### src/rtl/fp_align_stage.sv
// ============================================================================
// fp_align_stage
// Operand alignment front end of the single-precision FP add/sub unit.
// Orders operands by magnitude and iteratively right-shifts the smaller one.
// Revision: 1.0
// ============================================================================
`default_nettype none

module fp_align_stage #(
  parameter int SHIFT_STEP = 4
) (
  input  logic        clk,
  input  logic        rst_n,
  input  logic        flush,
  input  logic        in_valid,
  output logic        in_ready,
  input  logic [31:0] a,
  input  logic [31:0] b,
  input  logic        op,
  output logic        out_valid,
  input  logic        out_ready,
  output logic [25:0] mant_big,
  output logic [25:0] mant_small,
  output logic        sticky,
  output logic [7:0]  exp_out,
  output logic        sign_out,
  output logic        eff_sub,
  output logic        special
);

  typedef enum logic [1:0] {
    IDLE  = 2'd0,
    ALIGN = 2'd1,
    DONE  = 2'd2
  } state_t;

  localparam logic [4:0] c_step     = 5'(SHIFT_STEP);
  localparam logic [4:0] c_max_dist = 5'd26;

  state_t      r_state;
  state_t      w_state_nxt;
  logic [4:0]  r_rem;

  // Operand unpacking: denormals/zero use hidden=0 and effective exponent 1
  logic [7:0]  w_exp_a;
  logic [7:0]  w_exp_b;
  logic [25:0] w_mant_a;
  logic [25:0] w_mant_b;
  logic        w_a_big;
  logic [7:0]  w_exp_big;
  logic [7:0]  w_exp_small;
  logic [7:0]  w_diff;
  logic [4:0]  w_dist;
  logic        w_special;
  logic        w_capture;

  assign w_exp_a     = (a[30:23] == 8'd0) ? 8'd1 : a[30:23];
  assign w_exp_b     = (b[30:23] == 8'd0) ? 8'd1 : b[30:23];
  assign w_mant_a    = {(a[30:23] != 8'd0), a[22:0], 2'b00};
  assign w_mant_b    = {(b[30:23] != 8'd0), b[22:0], 2'b00};
  assign w_a_big     = (a[30:0] >= b[30:0]);
  assign w_exp_big   = w_a_big ? w_exp_a : w_exp_b;
  assign w_exp_small = w_a_big ? w_exp_b : w_exp_a;
  assign w_diff      = w_exp_big - w_exp_small;
  assign w_dist      = (w_diff > 8'd26) ? c_max_dist : w_diff[4:0];
  assign w_special   = (a[30:23] == 8'hFF) | (b[30:23] == 8'hFF);
  assign w_capture   = in_valid && (r_state == IDLE) && !flush;

  // One shifter step: move by min(SHIFT_STEP, remaining), collect lost bits
  logic [4:0]  w_step;
  logic [25:0] w_mask;
  logic [25:0] w_shifted;
  logic        w_lost;

  assign w_step    = (r_rem < c_step) ? r_rem : c_step;
  assign w_mask    = (26'd1 << w_step) - 26'd1;
  assign w_shifted = mant_small >> w_step;
  assign w_lost    = |(mant_small & w_mask);

  assign in_ready  = (r_state == IDLE);
  assign out_valid = (r_state == DONE);

  always_ff @(posedge clk or negedge rst_n) begin
    if (!rst_n) begin
      r_state <= IDLE;
    end else begin
      r_state <= w_state_nxt;
    end
  end

  always_comb begin
    w_state_nxt = r_state;
    if (flush) begin
      w_state_nxt = IDLE;
    end else begin
      case (r_state)
        IDLE: begin
          if (in_valid) begin
            w_state_nxt = ((w_dist == 5'd0) || w_special) ? DONE : ALIGN;
          end
        end
        ALIGN: begin
          if (r_rem == w_step) begin
            w_state_nxt = DONE;
          end
        end
        DONE: begin
          if (out_ready) begin
            w_state_nxt = IDLE;
          end
        end
        default: w_state_nxt = IDLE;
      endcase
    end
  end

  always_ff @(posedge clk or negedge rst_n) begin
    if (!rst_n) begin
      r_rem      <= 5'd0;
      mant_big   <= 26'd0;
      mant_small <= 26'd0;
      sticky     <= 1'b0;
      exp_out    <= 8'd0;
      sign_out   <= 1'b0;
      eff_sub    <= 1'b0;
      special    <= 1'b0;
    end else if (w_capture) begin
      r_rem      <= w_dist;
      mant_big   <= w_a_big ? w_mant_a : w_mant_b;
      mant_small <= w_a_big ? w_mant_b : w_mant_a;
      sticky     <= 1'b0;
      exp_out    <= w_exp_big;
      sign_out   <= w_a_big ? a[31] : (b[31] ^ op);
      eff_sub    <= op ^ a[31] ^ b[31];
      special    <= w_special;
    end else if ((r_state == ALIGN) && !flush) begin
      r_rem      <= r_rem - w_step;
      mant_small <= w_shifted;
      sticky     <= sticky | w_lost;
    end
  end

endmodule

`default_nettype wire

### config.mk
export PLATFORM = sky130hd
export DESIGN_NAME = fp_align_stage
export DESIGN_NICKNAME = d
export VERILOG_FILES = /design/src/rtl/fp_align_stage.sv
export SDC_FILE = /design/constraint.sdc
export NUM_CORES = 1
export LEC_CHECK = 0
export ABC_AREA = 1
export ABC_CLOCK_PERIOD_IN_PS = 4800
export CAP_MARGIN = 30
export CELL_PAD_IN_SITES_DETAIL_PLACEMENT = 0
export CELL_PAD_IN_SITES_GLOBAL_PLACEMENT = 1
export CORE_MARGIN = 1
export CORE_UTILIZATION = 38
export CTS_CLUSTER_SIZE = 10
export DETAILED_ROUTE_END_ITERATION = 7
export GPL_TIMING_DRIVEN = 0
export PLACE_DENSITY_LB_ADDON = 0.2
export REMOVE_ABC_BUFFERS = 1
export SYNTH_ARGS = -nofsm -noshare
export SYNTH_HDL_FRONTEND = slang
export SYNTH_SLANG_ARGS = --single-unit
### constraint.sdc
create_clock -name clk -period 4.8 [get_ports clk]
set_input_delay 0.96 -clock clk [delete_from_list [all_inputs] [get_ports clk]]
set_output_delay 0.96 -clock clk [all_outputs]
set_load 0.02 [all_outputs]
Word level (Yosys, flattened, before mapping)

Index checks and enable logic that the tools add are counted.

Latch bits: 0
Memories: 0
RAM bits: 0
Output and inout bits: 66
ROM bits: 0
Logic and storage cells: 66
Input bits: 70
Flip-flop bits (word level): 71

Bitwise operators: 6
Equal/unequal tests: 8
$lt $le $gt $ge: 3
Add/subtract/negate cells: 3
Shift-type cells: 2
Divide/modulo/power cells: 0
Multiplexer cells: 21
Reductions and logical operators: 14
$mul: 0

Operator list:

| operator              | count |
|---|---|
| $mux 26               | 4 |
| $mux 8                | 4 |
| $ge 31x31->1          | 1 |
| $and 26x26->26        | 1 |
| $reduce_or 26->1      | 1 |
| $shl 1x5->26 const A  | 1 |
| $shr 26x5->26         | 1 |
| $sub 26x1->26 const B | 1 |
| $mux 5                | 4 |
| $eq 8x8->1 const B    | 2 |
| $logic_not 8->1       | 2 |
| $reduce_bool 8->1     | 2 |
| $mux 2                | 5 |
| $gt 8x5->1 const B    | 1 |
| $sub 8x8->8           | 1 |
| $ne 3x3->1 const B    | 2 |
| $pmux 2 s3            | 1 |
| $eq 5x5->1            | 1 |
| $logic_not 5->1       | 1 |
| $lt 5x3->1 const B    | 1 |
| $sub 5x5->5           | 1 |
| $logic_and 1x1->1     | 3 |
| $mux 1                | 3 |
| $ne 3x2->1 const B    | 1 |
| 9 further kinds       | 12 |

Depth between registers and ports, before layout

Depth in word-level cells: 12
Depth in mapped cells: 29
Gate-level depth less buffers: 27

Least setup slack after synthesis

OpenSTA, ideal clock, no wires.

Path type: in2reg
From: input b[14]
To: register r_rem[4]
Slack: 719 ps
Cell stages on the path: 25
Required time: 4680 ps
Path buffers: 3
Library setup time: 120 ps
Arrival time: 3961 ps
Cell sequence: inv_1 -> ha_1 -> nand2_2 -> nor2_4 -> nand2_1 -> nor2_1 -> nor2_1 -> nand2_1 -> nand2_2 -> nand2_4 -> clkbuf_1 -> buf_2 -> buf_2 -> o21ai_0 -> ha_1 -> a21oi_1 -> o21bai_1 -> a21oi_1 -> nand2_1 -> nand2_2 -> nand3_4 -> nor2_4 -> nand2_1 -> o21ai_1 -> nand2_1

Word-level cells in the longest chain between the ends: 6
Elaborated cells between the ends (all ways): 7
Classes of those cells: add/sub (1); order compare (2); mux (4)

Ends and longest elaborated chain:

| what                      | line   | RTL |
|---|---|---|
| from (decl)               | 18     | `input logic [31:0] b,` |
| $ge 31x31->1 (*)          | 61     | `assign w_a_big = (a[30:0] >= b[30:0]);` |
| $mux 8 (on tied branches) | 62, 63 |  |
| $sub 8x8->8 (*)           | 64     | `assign w_diff = w_exp_big - w_exp_small;` |
| $gt 8x5->1                | 65     | `assign w_dist = (w_diff > 8'd26) ? c_max_dist : w_diff[4:0];` |
| $mux 5 (*)                | 65     |  |
| $mux 5 (*)                | 127    | `end else if (w_capture) begin` |
| to (signal assigned)      | 128    | `r_rem <= w_dist;` |
| to (signal assigned)      | 137    | `r_rem <= r_rem - w_step;` |
| to (decl)                 | 42     | `logic [4:0] r_rem;` |

Every way passes the cells marked *; elsewhere a longest branch is shown, timed or not.
A chain may end at the register's enable or synchronous reset.

Worst setup path in the final report

From: input b[25]
To: register r_rem[4]

Word-level cells in the longest chain between the ends: 7
Elaborated cells between the ends (all ways): 9
Classes of those cells: add/sub (1); order compare (2); mux (5); reduce/logical (1)

Ends and longest elaborated chain:

| what                                                                 | line |
|---|---|
| parallel branches: the longest is 3 deep, another holds $ge 31x31->1 | - |
| $sub 8x8->8 (*)                                                      | 64 |
| $gt 8x5->1                                                           | 65 |
| $mux 5 (*)                                                           | 65 |
| $mux 5 (*)                                                           | 127 |

Mark *: on every way between the ends.

==> results list <==
- Outcome: complete, but fails checks
* Violated checks: DRC
- Following the worst setup path forward leads to its endpoint at r_rem[4]$_DFFE_PN0P_.
- Entering global routing, the biggest net connects 98 pins.
- On the worst path, the slowest cell contributes a delay of 550 ps.
* HPWL after detailed placement: 13.00 mm
- For this design, the slowest cell found on the critical path is sky130_fd_sc_hd__clkdlybuf4s50_1.
- Fmax: 224.3 MHz
- In this run the number of H-tree levels came out at 3.
- In this run, flip-flops and latches consume 26.7% of the power.
- Number of enable flip-flop cells after synthesis: 0
- Yosys printed 0 warnings.
- The later pin in the worst-skew pair is clocked with a latency of 350 ps.
* Crit path from: b[25]
- Clock transition at the register clock pins on the worst setup and hold paths after CTS: 60 ps
* Post-Syn Area per Cell: 6.607 µm²
* Number of clock sinks: 69
- Sum of negative setup slack: 0 ps
- Summing all non-filler instances in the final layout gives an area of 0.007574 mm².
- Synthesized netlist cell count: 871
- Final WL: 18.05 mm
- Of the available clock period, the critical path in the final layout requires 92.89%.
* Share of post-route cells with drive strength above 1: 5.662%
- Summed over all nets, the switching power comes to 1.890 mW.
* Number of max-cap violations: 0
- Detailed Route Iter0 Violations: 319
* Final core area utilization: 51.72%
* Buffer cell driving the clock tree root: sky130_fd_sc_hd__clkbuf_16
* Post-DR vias/cell: 5.143
- Relative contribution of the clock network to total power: 15.3%
* Combinational cell fraction of total power: 58.0%
- In this run, CTS created clock tree buffers numbering 9.
- In this run the post-CTS setup repair buffer count came out at 0.
- Least-Margin Pin Slew: 1016 ps
- The floorplan step set the die height to 125.1 µm.
* Max-slew violation count: 0
- At the worst endpoint, the required time is 5030 ps.
- The worst setup path is launched from a primary input.
- The number of buffers and inverters on the critical path is 4.
* Power per cell area: 540.4 mW/mm²
* I/O Pins: 136
- For this run, asynchronously set or reset flops after synthesis account for 100.0%.
* IR Drop Worst-Case VDD: 0.2420 mV
- Static power due to leakage: 3.551 nW
* Minimum clock period: 4459 ps
* Relative slew slack: 32.18%
- The initial utilization of the core area, before any placement, comes to 39.29%.
- The critical path is of the primary input to flip-flop type.
* First-pass GRT wire length: 29.58 mm
* Number of cells on the worst reg-to-reg path: 16
- ANT cells: 0
- At the worst endpoint, the arrival time is 4690 ps.
- Design internal power: 2.203 mW
* Syn-to-layout area delta: 31.62%
- Critical-path cell list: clkdlybuf4s50_1 > inv_1 > ha_1 > nand2_1 > nor2_1 > nand3_1 > a21oi_2 > nor2_4 > nand2_8 > nand2_1 > o21ai_2 > ha_1 > fa_1 > inv_1 > nand2_1 > and2_1 > inv_1 > o21ai_0 > nand3_1 > nand2_2 > nor2_4 > nand2_1 > o21ai_1 > nand2_1
- The initial antenna violation count is 0.
- The first detailed-routing pass took 8 iterations.
- The library cells used most frequently in the layout, excluding fill and tap cells, are sky130_fd_sc_hd__nand2_1 (219), sky130_fd_sc_hd__clkdlybuf4s50_1 (132), sky130_fd_sc_hd__inv_1 (115).
- The critical path crosses 24 cells after its start point.
- Routed Antenna Nets: 0
- For the final database, setup skew stands at 4.215 ps.
* Total overflow reported by the global router: 0
* Count of endpoints failing hold in the final timing report: 0
- The multi-input combinational cells in the finished layout cover a total of 0.003460 mm².
* Most frequent standard cell in the layout excluding fill and tap cells: sky130_fd_sc_hd__nand2_1
- Total via count after detailed routing: 6033
* Total global-route track usage: 23.56%
* Final RePlAce weighted congestion: 0.8823
* CTS tree: built
- By area the synthesized netlist is led by sky130_fd_sc_hd__dfrtp_1 (30%), sky130_fd_sc_hd__nand2_1 (14%), sky130_fd_sc_hd__ha_1 (8.5%), sky130_fd_sc_hd__a21oi_1 (8.3%), sky130_fd_sc_hd__inv_1 (7.5%).
- The most used flip-flop cell after synthesis is sky130_fd_sc_hd__dfrtp_1.
- The region available for standard cell placement spans 0.01464 mm².
- Share of Yosys cell area claimed by the top area cell type: 30.01%
* Cell type group with the largest total delay on the critical path: simple AND/OR/NAND/NOR gates
* Class of the most critical hold timing path: flip-flop to flip-flop
* Standard-cell rows: 44
* Cell type with the largest total area after synthesis: sky130_fd_sc_hd__dfrtp_1
* Worst-case clock buffer depth: 2
* Maximum fanout along the worst path: 25
- Average routed wire per standard cell: 15.39 µm
- Sequential cells were found to cover 30.01% of the synthesized design area.
- Register area: 0.001727 mm²
* Endpoint kind of the worst setup timing path: flip-flop
- Distinct cell type count of the synthesized netlist: 47
- The worst register-to-register path ends at sticky$_DFFE_PN0P_.
- Summing every instance area after synthesis gives 0.005754 mm².
* Unrepaired setup endpoints after global routing: false
- Input and output buffers added on the ports amount to 133.
* Post-synthesis register bit count: 69
* Placed inst area: 0.007266 mm²
* Register-to-Register Setup Slack: 760 ps
- Of the total power, the share spent switching nets is 46.18%.
- The number of global-route vias before repair came to 5744.
* Fill cell count: 1521
- The worst register-to-register path begins at r_rem[4]$_DFFE_PN0P_.
* Chip Width: 125.1 µm
- After the last flow step, the layout net total stands at 1095.
* Post-route DRC violation count: 14
- Worst hold slack: 481.7 ps
- Final setup violation count: 0
- The most numerous cell type found on the critical path is sky130_fd_sc_hd__nand2_1.
- Die outline area: 0.01564 mm²
synth_stat cells (3+ instances only):
library cell and number:
sky130_fd_sc_hd__nand3_1 26, sky130_fd_sc_hd__a21oi_1 96, sky130_fd_sc_hd__o221ai_1 10, sky130_fd_sc_hd__o2111ai_1 9, sky130_fd_sc_hd__o21ai_0 82, sky130_fd_sc_hd__inv_1 115
sky130_fd_sc_hd__clkbuf_1 28, sky130_fd_sc_hd__a211oi_1 3, sky130_fd_sc_hd__buf_2 6, sky130_fd_sc_hd__o22ai_1 7, sky130_fd_sc_hd__o211ai_1 8, sky130_fd_sc_hd__buf_4 3
sky130_fd_sc_hd__nor2_4 3, sky130_fd_sc_hd__dfrtp_1 69, sky130_fd_sc_hd__nor3_1 6, sky130_fd_sc_hd__buf_1 4, sky130_fd_sc_hd__a31oi_1 3, sky130_fd_sc_hd__ha_1 39
sky130_fd_sc_hd__nand2_2 11, sky130_fd_sc_hd__inv_2 3, sky130_fd_sc_hd__a221oi_1 3, sky130_fd_sc_hd__nand4_1 10, sky130_fd_sc_hd__nand2_1 219, sky130_fd_sc_hd__nor2_1 74
sky130_fd_sc_hd__nor4_1 3
layout make-up:
| class | instances | share of cell area [%] |
|---|---|---|
| Clock buffer | 10 | 3.155 |
| Clock inverter | 5 | 0.3635 |
| Inverter | 120 | 5.947 |
| Multi-Input combinational cell | 644 | 45.68 |
| Sequential cell | 69 | 22.80 |
| Tap cell | 184 | 3.040 |
| Timing Repair Buffer | 141 | 19.02 |
logic make-up after synthesis:
| family | after synthesis | synth area share (%) |
|---|---|---|
| other | 2 | 0.1305 |
| adder cells (fa/ha/maj) | 40 | 8.828 |
| XOR/XNOR | 3 | 0.4567 |
| flip-flops | 69 | 30.01 |
| AND/OR/NAND/NOR | 361 | 26.55 |
| buffers and inverters | 161 | 10.83 |
| AO/OA/AOI/OAI | 235 | 23.20 |
sequential cells by signal (all words and copies together) (netlist names):
register    count
mant_big       24
sign_out        1
r_rem           5
r_state         2
special         1
eff_sub         1
sticky          1
exp_out         8
mant_small     26
per-stage QoR:
step / cells / setup WS [ps] / power (mW)
global route: 1173 / 6.417 / 4.437
floorplan: 831 / -676.1 / 2.451
finish: 1173 / 341.4 / 4.093
CTS: 1171 / 100.2 / 4.103
global placement: 1148 / -5154 / 3.432
detailed placement: 1156 / -607.2 / 3.452
metal layers:
metal	wire [µm]	up-vias	GRT usage (%)
met3	1286	15	5.734
met2	7884	178	36.87
li1	-	3104	-
met4	214	0	5.452
met1	8665	2736	32.70
met5	0	-	0
tightest hold or removal path, cell delays in order, from the launching register on:
cell                      delay, ps
sky130_fd_sc_hd__dfrtp_1        340
sky130_fd_sc_hd__nand2_1         50
sky130_fd_sc_hd__nand2_1         50
worst min-delay path by stage:
stage / cells after the start / start / end / slack (ps)
3_3_place_gp: 2 / exp_out[0]$_DFFE_PN0P_ / exp_out[0]$_DFFE_PN0P_ / 470
6_report: 2 / exp_out[6]$_DFFE_PN0P_ / exp_out[6]$_DFFE_PN0P_ / 480
2_1_floorplan: 2 / r_rem[4]$_DFFE_PN0P_ / r_rem[4]$_DFFE_PN0P_ / 470
4_1_cts: 2 / exp_out[3]$_DFFE_PN0P_ / exp_out[3]$_DFFE_PN0P_ / 490
3_5_place_dp: 2 / exp_out[5]$_DFFE_PN0P_ / exp_out[5]$_DFFE_PN0P_ / 460
5_1_grt: 2 / exp_out[3]$_DFFE_PN0P_ / exp_out[3]$_DFFE_PN0P_ / 500
what timing repair did:
action | in CTS | in global routing
setup endpoints to repair | 7 | 8
gates cloned | 0 | 2
hold buffers | 0 | 0
pin swaps | 0 | 1
gates resized for setup | 1 | 4
power groups by stage:
stage	Clock, mW	Combinational [mW]	Sequential [mW]
floorplan	0	1.09	1.36
global placement	0	2.33	1.10
detailed placement	0	2.35	1.10
CTS	0.643	2.37	1.09
global route	0.666	2.63	1.14
finish	0.626	2.37	1.09
(Power assumes the default switching activity.)
